`config.mk`:
```
export PLATFORM = sky130hd
export DESIGN_NAME = ball_motion_sequencer
export DESIGN_NICKNAME = d
export VERILOG_FILES = /design/src/rtl/metaballs_pkg.sv /design/src/rtl/motion_alu.sv /design/src/rtl/ball_motion_sequencer.sv
export SDC_FILE = /design/constraint.sdc
export NUM_CORES = 1
export LEC_CHECK = 0
export CAP_MARGIN = 20
export CORE_ASPECT_RATIO = 0.7
export CORE_MARGIN = 3
export CORE_UTILIZATION = 60
export DETAILED_ROUTE_END_ITERATION = 10
export PLACE_DENSITY = 0.77
export SKIP_LAST_GASP = 1
export SLEW_MARGIN = 20
export SYNTH_ARGS = -nofsm -noshare
export SYNTH_HDL_FRONTEND = slang
export SYNTH_HIERARCHICAL = 1
export SYNTH_SLANG_ARGS = --single-unit
```
`constraint.sdc`:
```
create_clock -name clk_50mhz -period 5.7 [get_ports clk_50mhz]
set_input_delay 1.14 -clock clk_50mhz [delete_from_list [all_inputs] [get_ports clk_50mhz]]
set_output_delay 1.14 -clock clk_50mhz [all_outputs]
set_load 0.01 [all_outputs]
```
`src/rtl/metaballs_pkg.sv`:
```
// Shared widths, sequencer state encoding and screen-centre helpers
// for the metaball motion sequencer.
package metaballs_pkg;

  localparam int FIX_W = 12;
  localparam int VEL_W = 10;
  localparam int PIX_W = 10;

  typedef enum logic [2:0] {
    IDLE,
    LOAD,
    CALC,
    WRITE,
    COMMIT
  } seq_state_t;

  // Top-left coordinate that centres a ball on one axis, in 10.2 fixed point
  function automatic logic [FIX_W-1:0] center_fix(input int screen, input int ball);
    return FIX_W'(((screen - ball) / 2) << 2);
  endfunction

  function automatic logic [FIX_W-1:0] center_x(input int screen_width, input int ball_size);
    return center_fix(screen_width, ball_size);
  endfunction

  function automatic logic [FIX_W-1:0] center_y(input int screen_height, input int ball_size);
    return center_fix(screen_height, ball_size);
  endfunction

endpackage

```
`src/rtl/motion_alu.sv`:
```
// One axis of the shared motion datapath: advance the position by the
// velocity, then nudge the velocity one quarter-pixel toward the centre.
// All arithmetic wraps; there is no saturation.
module motion_alu
  import metaballs_pkg::*;
(
  input  logic [FIX_W-1:0] pos,
  input  logic [VEL_W-1:0] vel,
  input  logic [FIX_W-1:0] center,
  output logic [FIX_W-1:0] next_pos,
  output logic [VEL_W-1:0] next_vel
);

  logic [FIX_W-1:0] vel_ext;

  // Sign-extend the velocity, add it to the position, and steer toward the centre
  always_comb begin
    vel_ext  = {{(FIX_W - VEL_W){vel[VEL_W-1]}}, vel};
    next_pos = pos + vel_ext;
    if (next_pos < center) begin
      next_vel = vel + VEL_W'(1);
    end else begin
      next_vel = vel - VEL_W'(1);
    end
  end

endmodule

```
`src/rtl/ball_motion_sequencer.sv`:
```
// Per-frame motion sequencer: on each v_sync falling edge it walks every
// ball through one shared LOAD/CALC/WRITE datapath, then publishes all
// new integer positions together in a single COMMIT cycle.
module ball_motion_sequencer
  import metaballs_pkg::*;
#(
  parameter int                      NUM_BALLS     = 2,
  parameter int                      SCREEN_WIDTH  = 800,
  parameter int                      SCREEN_HEIGHT = 600,
  parameter int                      BALL_SIZE     = 128,
  parameter logic [10*NUM_BALLS-1:0] START_X       = {10'd425, 10'd224},
  parameter logic [10*NUM_BALLS-1:0] START_Y       = {10'd188, 10'd157}
) (
  input  logic                       clk_50mhz,
  input  logic                       reset,
  input  logic                       v_sync,
  input  logic                       pause,
  output logic [PIX_W*NUM_BALLS-1:0] ball_x,
  output logic [PIX_W*NUM_BALLS-1:0] ball_y,
  output logic                       busy,
  output logic                       frame_done,
  output logic                       overrun
);

  localparam int IDX_W = (NUM_BALLS > 1) ? $clog2(NUM_BALLS) : 1;
  localparam logic [IDX_W-1:0] LAST_IDX = IDX_W'(NUM_BALLS - 1);
  localparam logic [FIX_W-1:0] CX = center_x(SCREEN_WIDTH, BALL_SIZE);
  localparam logic [FIX_W-1:0] CY = center_y(SCREEN_HEIGHT, BALL_SIZE);

  seq_state_t       state;
  logic [IDX_W-1:0] idx;
  logic             v_sync_q;
  logic             tick;

  logic [FIX_W-1:0] pos_x [NUM_BALLS];
  logic [FIX_W-1:0] pos_y [NUM_BALLS];
  logic [VEL_W-1:0] vel_x [NUM_BALLS];
  logic [VEL_W-1:0] vel_y [NUM_BALLS];

  logic [FIX_W-1:0] op_px, op_py;
  logic [VEL_W-1:0] op_vx, op_vy;
  logic [FIX_W-1:0] res_px, res_py;
  logic [VEL_W-1:0] res_vx, res_vy;

  logic [FIX_W-1:0] alu_px, alu_py;
  logic [VEL_W-1:0] alu_vx, alu_vy;

  assign tick = v_sync_q & ~v_sync;

  motion_alu alu_x (
    .pos      (op_px),
    .vel      (op_vx),
    .center   (CX),
    .next_pos (alu_px),
    .next_vel (alu_vx)
  );

  motion_alu alu_y (
    .pos      (op_py),
    .vel      (op_vy),
    .center   (CY),
    .next_pos (alu_py),
    .next_vel (alu_vy)
  );

  // Sequencer FSM with ball state storage and registered outputs; the last
  // WRITE bypasses the freshly computed ball so COMMIT shows a whole frame
  always_ff @(posedge clk_50mhz) begin
    if (reset) begin
      state      <= IDLE;
      idx        <= '0;
      v_sync_q   <= 1'b1;
      busy       <= 1'b0;
      frame_done <= 1'b0;
      overrun    <= 1'b0;
      op_px      <= '0;
      op_py      <= '0;
      op_vx      <= '0;
      op_vy      <= '0;
      res_px     <= '0;
      res_py     <= '0;
      res_vx     <= '0;
      res_vy     <= '0;
      ball_x     <= START_X;
      ball_y     <= START_Y;
      for (int i = 0; i < NUM_BALLS; i++) begin
        pos_x[i] <= {START_X[PIX_W*i +: PIX_W], 2'b00};
        pos_y[i] <= {START_Y[PIX_W*i +: PIX_W], 2'b00};
        vel_x[i] <= '0;
        vel_y[i] <= '0;
      end
    end else begin
      v_sync_q   <= v_sync;
      frame_done <= 1'b0;
      if (tick && (state != IDLE)) begin
        overrun <= 1'b1;
      end
      case (state)
        IDLE: begin
          if (tick && !pause) begin
            state <= LOAD;
            idx   <= '0;
            busy  <= 1'b1;
          end
        end
        LOAD: begin
          op_px <= pos_x[idx];
          op_py <= pos_y[idx];
          op_vx <= vel_x[idx];
          op_vy <= vel_y[idx];
          state <= CALC;
        end
        CALC: begin
          res_px <= alu_px;
          res_py <= alu_py;
          res_vx <= alu_vx;
          res_vy <= alu_vy;
          state  <= WRITE;
        end
        WRITE: begin
          pos_x[idx] <= res_px;
          pos_y[idx] <= res_py;
          vel_x[idx] <= res_vx;
          vel_y[idx] <= res_vy;
          if (idx == LAST_IDX) begin
            state      <= COMMIT;
            frame_done <= 1'b1;
            for (int i = 0; i < NUM_BALLS; i++) begin
              if (IDX_W'(i) == idx) begin
                ball_x[PIX_W*i +: PIX_W] <= res_px[FIX_W-1:2];
                ball_y[PIX_W*i +: PIX_W] <= res_py[FIX_W-1:2];
              end else begin
                ball_x[PIX_W*i +: PIX_W] <= pos_x[i][FIX_W-1:2];
                ball_y[PIX_W*i +: PIX_W] <= pos_y[i][FIX_W-1:2];
              end
            end
          end else begin
            idx   <= idx + IDX_W'(1);
            state <= LOAD;
          end
        end
        COMMIT: begin
          state <= IDLE;
          busy  <= 1'b0;
        end
        default: begin
          state <= IDLE;
          busy  <= 1'b0;
        end
      endcase
    end
  end

endmodule
```
==> results of run 1 <==
==> cell usage after synthesis, drive strengths merged, types with 3 or more instances <==
cell	instances
ha	60
o21a	15
nand2b	13
mux2i	44
a22o	22
o21ai	18
buf	21
or2	4
o22a	8
nor3b	3
o21bai	6
inv	38
fa	4
edfxtp	88
o2bb2ai	44
a31o	3
nor3	6
dfxtp	136
a211oi	3
clkbuf	27
a21o	17
nand2	105
or3	11
xnor2	26
a31oi	3
a21oi	70
nor2	17
and2	70
a21boi	3
xor2	14
==> power by group through the flow <==
stage          logic (mW)  registers (mW)  clock network, mW
4_1_cts             0.275            1.74               1.38
2_1_floorplan       0.204            1.76                  0
5_1_grt             0.309            1.74               1.45
3_5_place_dp        0.273            1.77                  0
6_report            0.278            1.74               1.38
3_3_place_gp        0.263            1.77                  0
==> kinds of logic (layout without fill, tap and decap cells) <==
logic type / Yosys count / in the layout / synth area share, %
compound gates: 222 / 222 / 15.44
xor+xnor: 40 / 40 / 3.413
fa+ha+maj: 64 / 64 / 8.094
buf+inv: 88 / 133 / 4.022
flops: 224 / 224 / 52.27
mux: 44 / 44 / 4.291
other cells: 2 / 24 / 0.07316
simple gates: 246 / 246 / 12.40
==> worst max-delay path, cell delays in order, from the launching register on <==
cell and delay [ns]:
dfxtp_1 0.34, ha_1 0.35, and3_1 0.22, a221oi_2 0.37, a21oi_2 0.12, or4_1 0.42
a31oi_1 0.24, xnor2_1 0.13, ha_1 0.21, a211oi_1 0.29, o211ai_1 0.13, a21oi_1 0.13
a211o_1 0.21, inv_1 0.18, ha_1 0.37, a21o_1 0.19, a21oi_1 0.20, o21ai_0 0.13
o41ai_1 0.37, xnor2_1 0.17, nand2_1 0.06, a21oi_1 0.13
==> registers in the layout, indices dropped and copies added (netlist names), 12 cells and up <==
| name | flops |
|---|---|
| ball_x | 20 |
| ball_y | 20 |
| op_px | 12 |
| op_py | 12 |
| pos_x | 24 |
| pos_y | 24 |
| res_px | 12 |
| res_py | 12 |
| vel_x | 20 |
| vel_y | 20 |
==> through the flow <==
step,cells,hold WS [ns]
6_report,1222,0.4588
5_1_grt,1222,0.4809
4_1_cts,1222,0.4614
3_5_place_dp,1184,0.4520
3_3_place_gp,1183,0.4458
2_1_floorplan,952,0.4388
==> layer usage <==
layer / part of all wire, % / vias up
met3: 5.3 / 25
met4: 1.4 / 0
met5: 0 / -
met2: 39 / 158
li1: - / 3394
met1: 55 / 3222
==> final timing paths <==
check | endpoint | cells past startpoint
hold / removal | res_vy[1] | 2
hold reg to reg | res_vy[1] | 2
setup / recovery | res_vx[8] | 21
setup reg to reg | res_vx[8] | 21
==> layout make-up <==
| class | count | share of cell area (%) |
|---|---|---|
| clock buffers | 31 | 4.943 |
| clock inverters | 7 | 0.7555 |
| inverters | 40 | 1.338 |
| multi-input cells | 640 | 39.56 |
| flip-flops and latches | 224 | 46.29 |
| well taps | 225 | 2.428 |
| repair buffers | 55 | 4.684 |
==> impl_metrics.csv, run 1 <==
group,metric,value,unit
synthesis,synthArstFlopShare,0,%
floorplan,rows,39,
timing,fin_crit_sh,88.04,%
layout,insertedDiodeCount,0,
hold_path,hold_path_class,"reg -> reg",
layout,finalNetCount,1050,
layout,area.growth.synth_to_final,12.93,%
global_route,grt_use_met2,33.04,%
place,globalplace.congestion,0.8690,
routing,wl_per_cell,17.69,um
floorplan,die_h,115.4,um
cts,worstSkewPairLatency,0.50,ns
global_route,grt_max_degree,58,
routing,ant_nets,0,
global_route,grt_pass1_wl,35050,um
hold_path,hold_start,"res_vy[1]",
routing,post-route-drc-count,0,
synthesis,synth-main-ff-cell,"dfxtp_1",
place,placed_area,0.01093,mm2
floorplan,die-area,0.01874,mm2
routing,drt_iter0_drc,532,
run,cap_violations,0,
layout,fin_util,70.08,%
floorplan,dieWidth,162.3,um
pwr,p_sw_share,23.48,%
pwr,power_frac_comb,8.2,%
cts,clock-sinks,224,
cts,cts_resized,0,
setup_path,endpoint_kind,"flop",
layout,multi_input_area,0.004586,mm2
floorplan,floorplan.initialDensity,62.05,%
pwr,irDropWorstVdd,153.6,uV
pwr,p_switching,0.7967,mW
synthesis,synth-edff-count,88,
cts,cts-root-buf,"clkbuf_16",
timing,setup_viol,0,
routing,vias_per_cell,5.564,
timing,finalSetupTns,0,ns
synthesis,synth_top_cells_by_area,"dfxtp_1 (27%), edfxtp_1 (26%), ha_1 (7.3%)",
synthesis,syn_inst,930,
setup_path,startpoint,"op_vx[4]",
setup_path,crit_type,"reg -> reg",
synthesis,yosysTopAreaCell,"dfxtp_1",
global_route,gr-total-overflow,0,
routing,routed_wl,21620,um
global_route,grt_usage,23.62,%
layout,regArea,0.005366,mm2
place,port_buffers,46,
timing,slew_violations,0,
timing,rsz0062_at_grt,"no",
setup_path,r2r_slack,0.68,ns
layout,final_area,0.01159,mm2
cts,htree_levels,1,
routing,vias,6799,
synthesis,synth-seq-cells,224,
synthesis,ys_seq_area_share,52.27,%
layout,drive_above_1_share,5.918,%
pwr,powerDensity,292.7,mW/mm2
timing,max_freq,0.1993,GHz
setup_path,r2r-start,"op_vx[4]",
outcome,status,"completed",
pwr,p_int,2.597,mW
synthesis,avgSynthCellArea,11.04,um2
timing,period_needed,5.018,ns
pwr,clockPowerShare,40.5,%
setup_path,path_max_fanout,8,
timing,clock_skew,0.01180,ns
synthesis,yosysTopAreaCellShare,26.52,%
global_route,grtUsageMet1,38.73,%
synthesis,synth_cell_types,68,
cts,cts_hold_buf,0,
place,place_ws,0.7960,ns
cts,cts_tree,"done",
global_route,globalRoute.busiestLayer,"met1",
global_route,grt_pass1_vias,6441,
cts,path_clk_slew,0.07,ns
timing,relSlewSlack,29.69,%
layout,final_common_cell,"dfxtp_1",
setup_path,start_kind,"flop",
timing,worstMarginPinSlew,1.055,ns
timing,hold_viol,0,
global_route,antenna_found_initial,0,
timing,worst_slack,0.6817,ns
pwr,seq_power_share,51.3,%
synthesis,syn_area,0.01026,mm2
synthesis,yosys_warnings,26,
cts,cts_made_buffers,21,
setup_path,crit_arrival,5.45,ns
cts,clockBufferDepth,3,
global_route,use_met3,3.537,%
routing,dr.pass1.iters,5,
floorplan,core-area,0.01654,mm2
pwr,p_leak,4.548,nW
pwr,p_total,3.394,mW
floorplan,io_pins,47,
place,hpwl,13870,um
layout,final_cell_mix,"dfxtp_1 (135), nand2_1 (105), edfxtp_1 (88)",
layout,fillers,1196,
cts,post_cts_buffers,0,
setup_path,required,6.13,ns
No activity file was read; power rests on OpenSTA's default activity.
==> inputs of run 2 (changes only) <==
- CORE_MARGIN: 3 -> not set
==> run 2 against run 1 <==
  * Largest cell class unchanged
  * Setup slack got worse by 0.024 ns
  * Routed wire length fell by 1.0%
  * Non-clock buffer count rose by 1
  * Critical path type unchanged
  * Sequential cell count did not move
  * Critical path depth did not move
  * Clock skew fell by 0.0013 ns
  * Utilization rose by 0.51 points
==> impl_metrics.csv, run 2 (synthesized netlist as in run 1, its figures left out) <==
group,metric,value,unit
outcome,status,"completed",
timing,max_freq,0.1983,GHz
global_route,grt_pass1_vias,6388,
cts,cts_tree,"done",
place,hpwl,13570,um
layout,final_cell_mix,"dfxtp_1 (135), nand2_1 (105), edfxtp_1 (88)",
setup_path,r2r-start,"op_vx[1]",
floorplan,die-area,0.01764,mm2
timing,setup_viol,0,
floorplan,floorplan.initialDensity,62.05,%
setup_path,required,6.13,ns
timing,worstMarginPinSlew,0.9722,ns
timing,clock_skew,0.01050,ns
cts,cts_hold_buf,0,
floorplan,core-area,0.01654,mm2
timing,rsz0062_at_grt,"no",
global_route,grt_usage,25.08,%
timing,slew_violations,0,
layout,final_common_cell,"dfxtp_1",
cts,post_cts_buffers,0,
cts,path_clk_slew,0.06,ns
layout,final_area,0.01168,mm2
layout,area.growth.synth_to_final,13.75,%
run,cap_violations,0,
pwr,p_leak,4.600,nW
timing,finalSetupTns,0,ns
global_route,gr-total-overflow,0,
timing,period_needed,5.042,ns
pwr,irDropWorstVdd,187.7,uV
place,post-place-cells,1185,
routing,vias_per_cell,5.571,
layout,finalNetCount,1052,
global_route,grt_max_degree,58,
routing,wl_per_cell,17.45,um
routing,drt_iter0_drc,524,
cts,htree_levels,1,
setup_path,endpoint_kind,"flop",
layout,drive_above_1_share,6.700,%
cts,cts_made_buffers,22,
setup_path,path_max_fanout,8,
pwr,powerDensity,294.2,mW/mm2
setup_path,crit_type,"reg -> reg",
cts,clockBufferDepth,3,
setup_path,start_kind,"flop",
place,port_buffers,46,
place,globalplace.congestion,0.8913,
routing,vias,6830,
cts,cts_resized,0,
setup_path,crit_arrival,5.48,ns
global_route,grt_pass1_wl,34470,um
global_route,antenna_found_initial,0,
timing,fin_crit_sh,88.46,%
routing,dr.pass1.iters,5,
routing,routed_wl,21400,um
cts,clock-sinks,224,
layout,reg_top3,"pos_x: 24 flops, pos_y: 24 flops",
hold_path,hold_start,"res_vy[8]",
setup_path,startpoint,"op_vx[1]",
timing,relSlewSlack,35.19,%
cts,worstSkewPairLatency,0.51,ns
timing,hold_viol,0,
floorplan,rows,39,
layout,fin_cells,1226,
cts,cts-root-buf,"clkbuf_16",
routing,post-route-drc-count,0,
floorplan,die_h,111.4,um
floorplan,dieWidth,158.3,um
floorplan,io_pins,47,
place,placed_area,0.01097,mm2
hold_path,hold_path_class,"reg -> reg",
routing,ant_nets,0,
==> run 2: changes by cell type in the layout (fill, tap and decap cells not counted), moves of 2 or more <==
cell	before	now
clkbuf_1	9	5
clkbuf_16	21	23
clkinv_2	0	5
clkinv_4	1	3
==> run 2: worst max-delay path, stage by stage (launching register included) <==
cell	delay (ns)
dfxtp_1	0.44
ha_1	0.28
a21o_1	0.21
a221oi_2	0.34
a21oi_2	0.12
or4_1	0.41
a31oi_1	0.24
xnor2_1	0.13
ha_1	0.21
a211oi_1	0.30
o211ai_1	0.15
a21oi_1	0.15
a211o_1	0.21
inv_1	0.19
ha_1	0.38
a21o_1	0.19
a21oi_1	0.20
o21ai_0	0.14
o41ai_1	0.33
xnor2_1	0.16
nand2_1	0.06
a21oi_1	0.14
==> run 2: per-stage QoR <==
| step | hold slack, ns | worst slack (ns) | utilization [%] | total power, mW |
|---|---|---|---|---|
| 6_report | 0.4576 | 0.6576 | 70.58 | 3.435 |
| 5_1_grt | 0.4764 | 0.3242 | 70.57 | 3.552 |
| 4_1_cts | 0.4596 | 0.7187 | 70.55 | 3.448 |
| 3_5_place_dp | 0.4514 | 0.7641 | 66.31 | 2.048 |
| 3_3_place_gp | 0.4461 | 0.9383 | 65.98 | 2.036 |
| 2_1_floorplan | 0.4388 | 1.273 | - | 1.963 |
==> run 2: metal layers <==
metal | vias to the layer above | GRT usage [%] | share of wire, %
met4 | 0 | 4.615 | 1.4
met3 | 28 | 3.698 | 5.0
met1 | 3237 | 41.08 | 54
met5 | - | 0 | 0
met2 | 171 | 34.82 | 40
li1 | 3394 | - | -
==> run 2: worst paths after layout <==
kind                    end  slack, ns  depth (start not counted)
setup / recovery  res_vx[8]       0.66                         21
hold / removal    res_vy[8]       0.46                          2
setup reg to reg  res_vx[8]       0.66                         21
hold reg to reg   res_vy[8]       0.46                          2
==> run 2: power by group <==
part / total, mW / switching (mW) / internal (mW)
Clock: 1.41 / 0.603 / 0.812
Sequential: 1.74 / 0.0309 / 1.71
Combinational: 0.284 / 0.178 / 0.106
==> run 2: layout make-up <==
cell class                 instances  area [um2]
clock inverter                    10       80.08
inverter                          40       155.1
multi-input combinational        640        4586
sequential                       224        5366
antenna                            1       2.502
fill                            1193        4866
tap                              225       281.5
timing repair buffer              56       583.1
clock buffer                      30       621.8
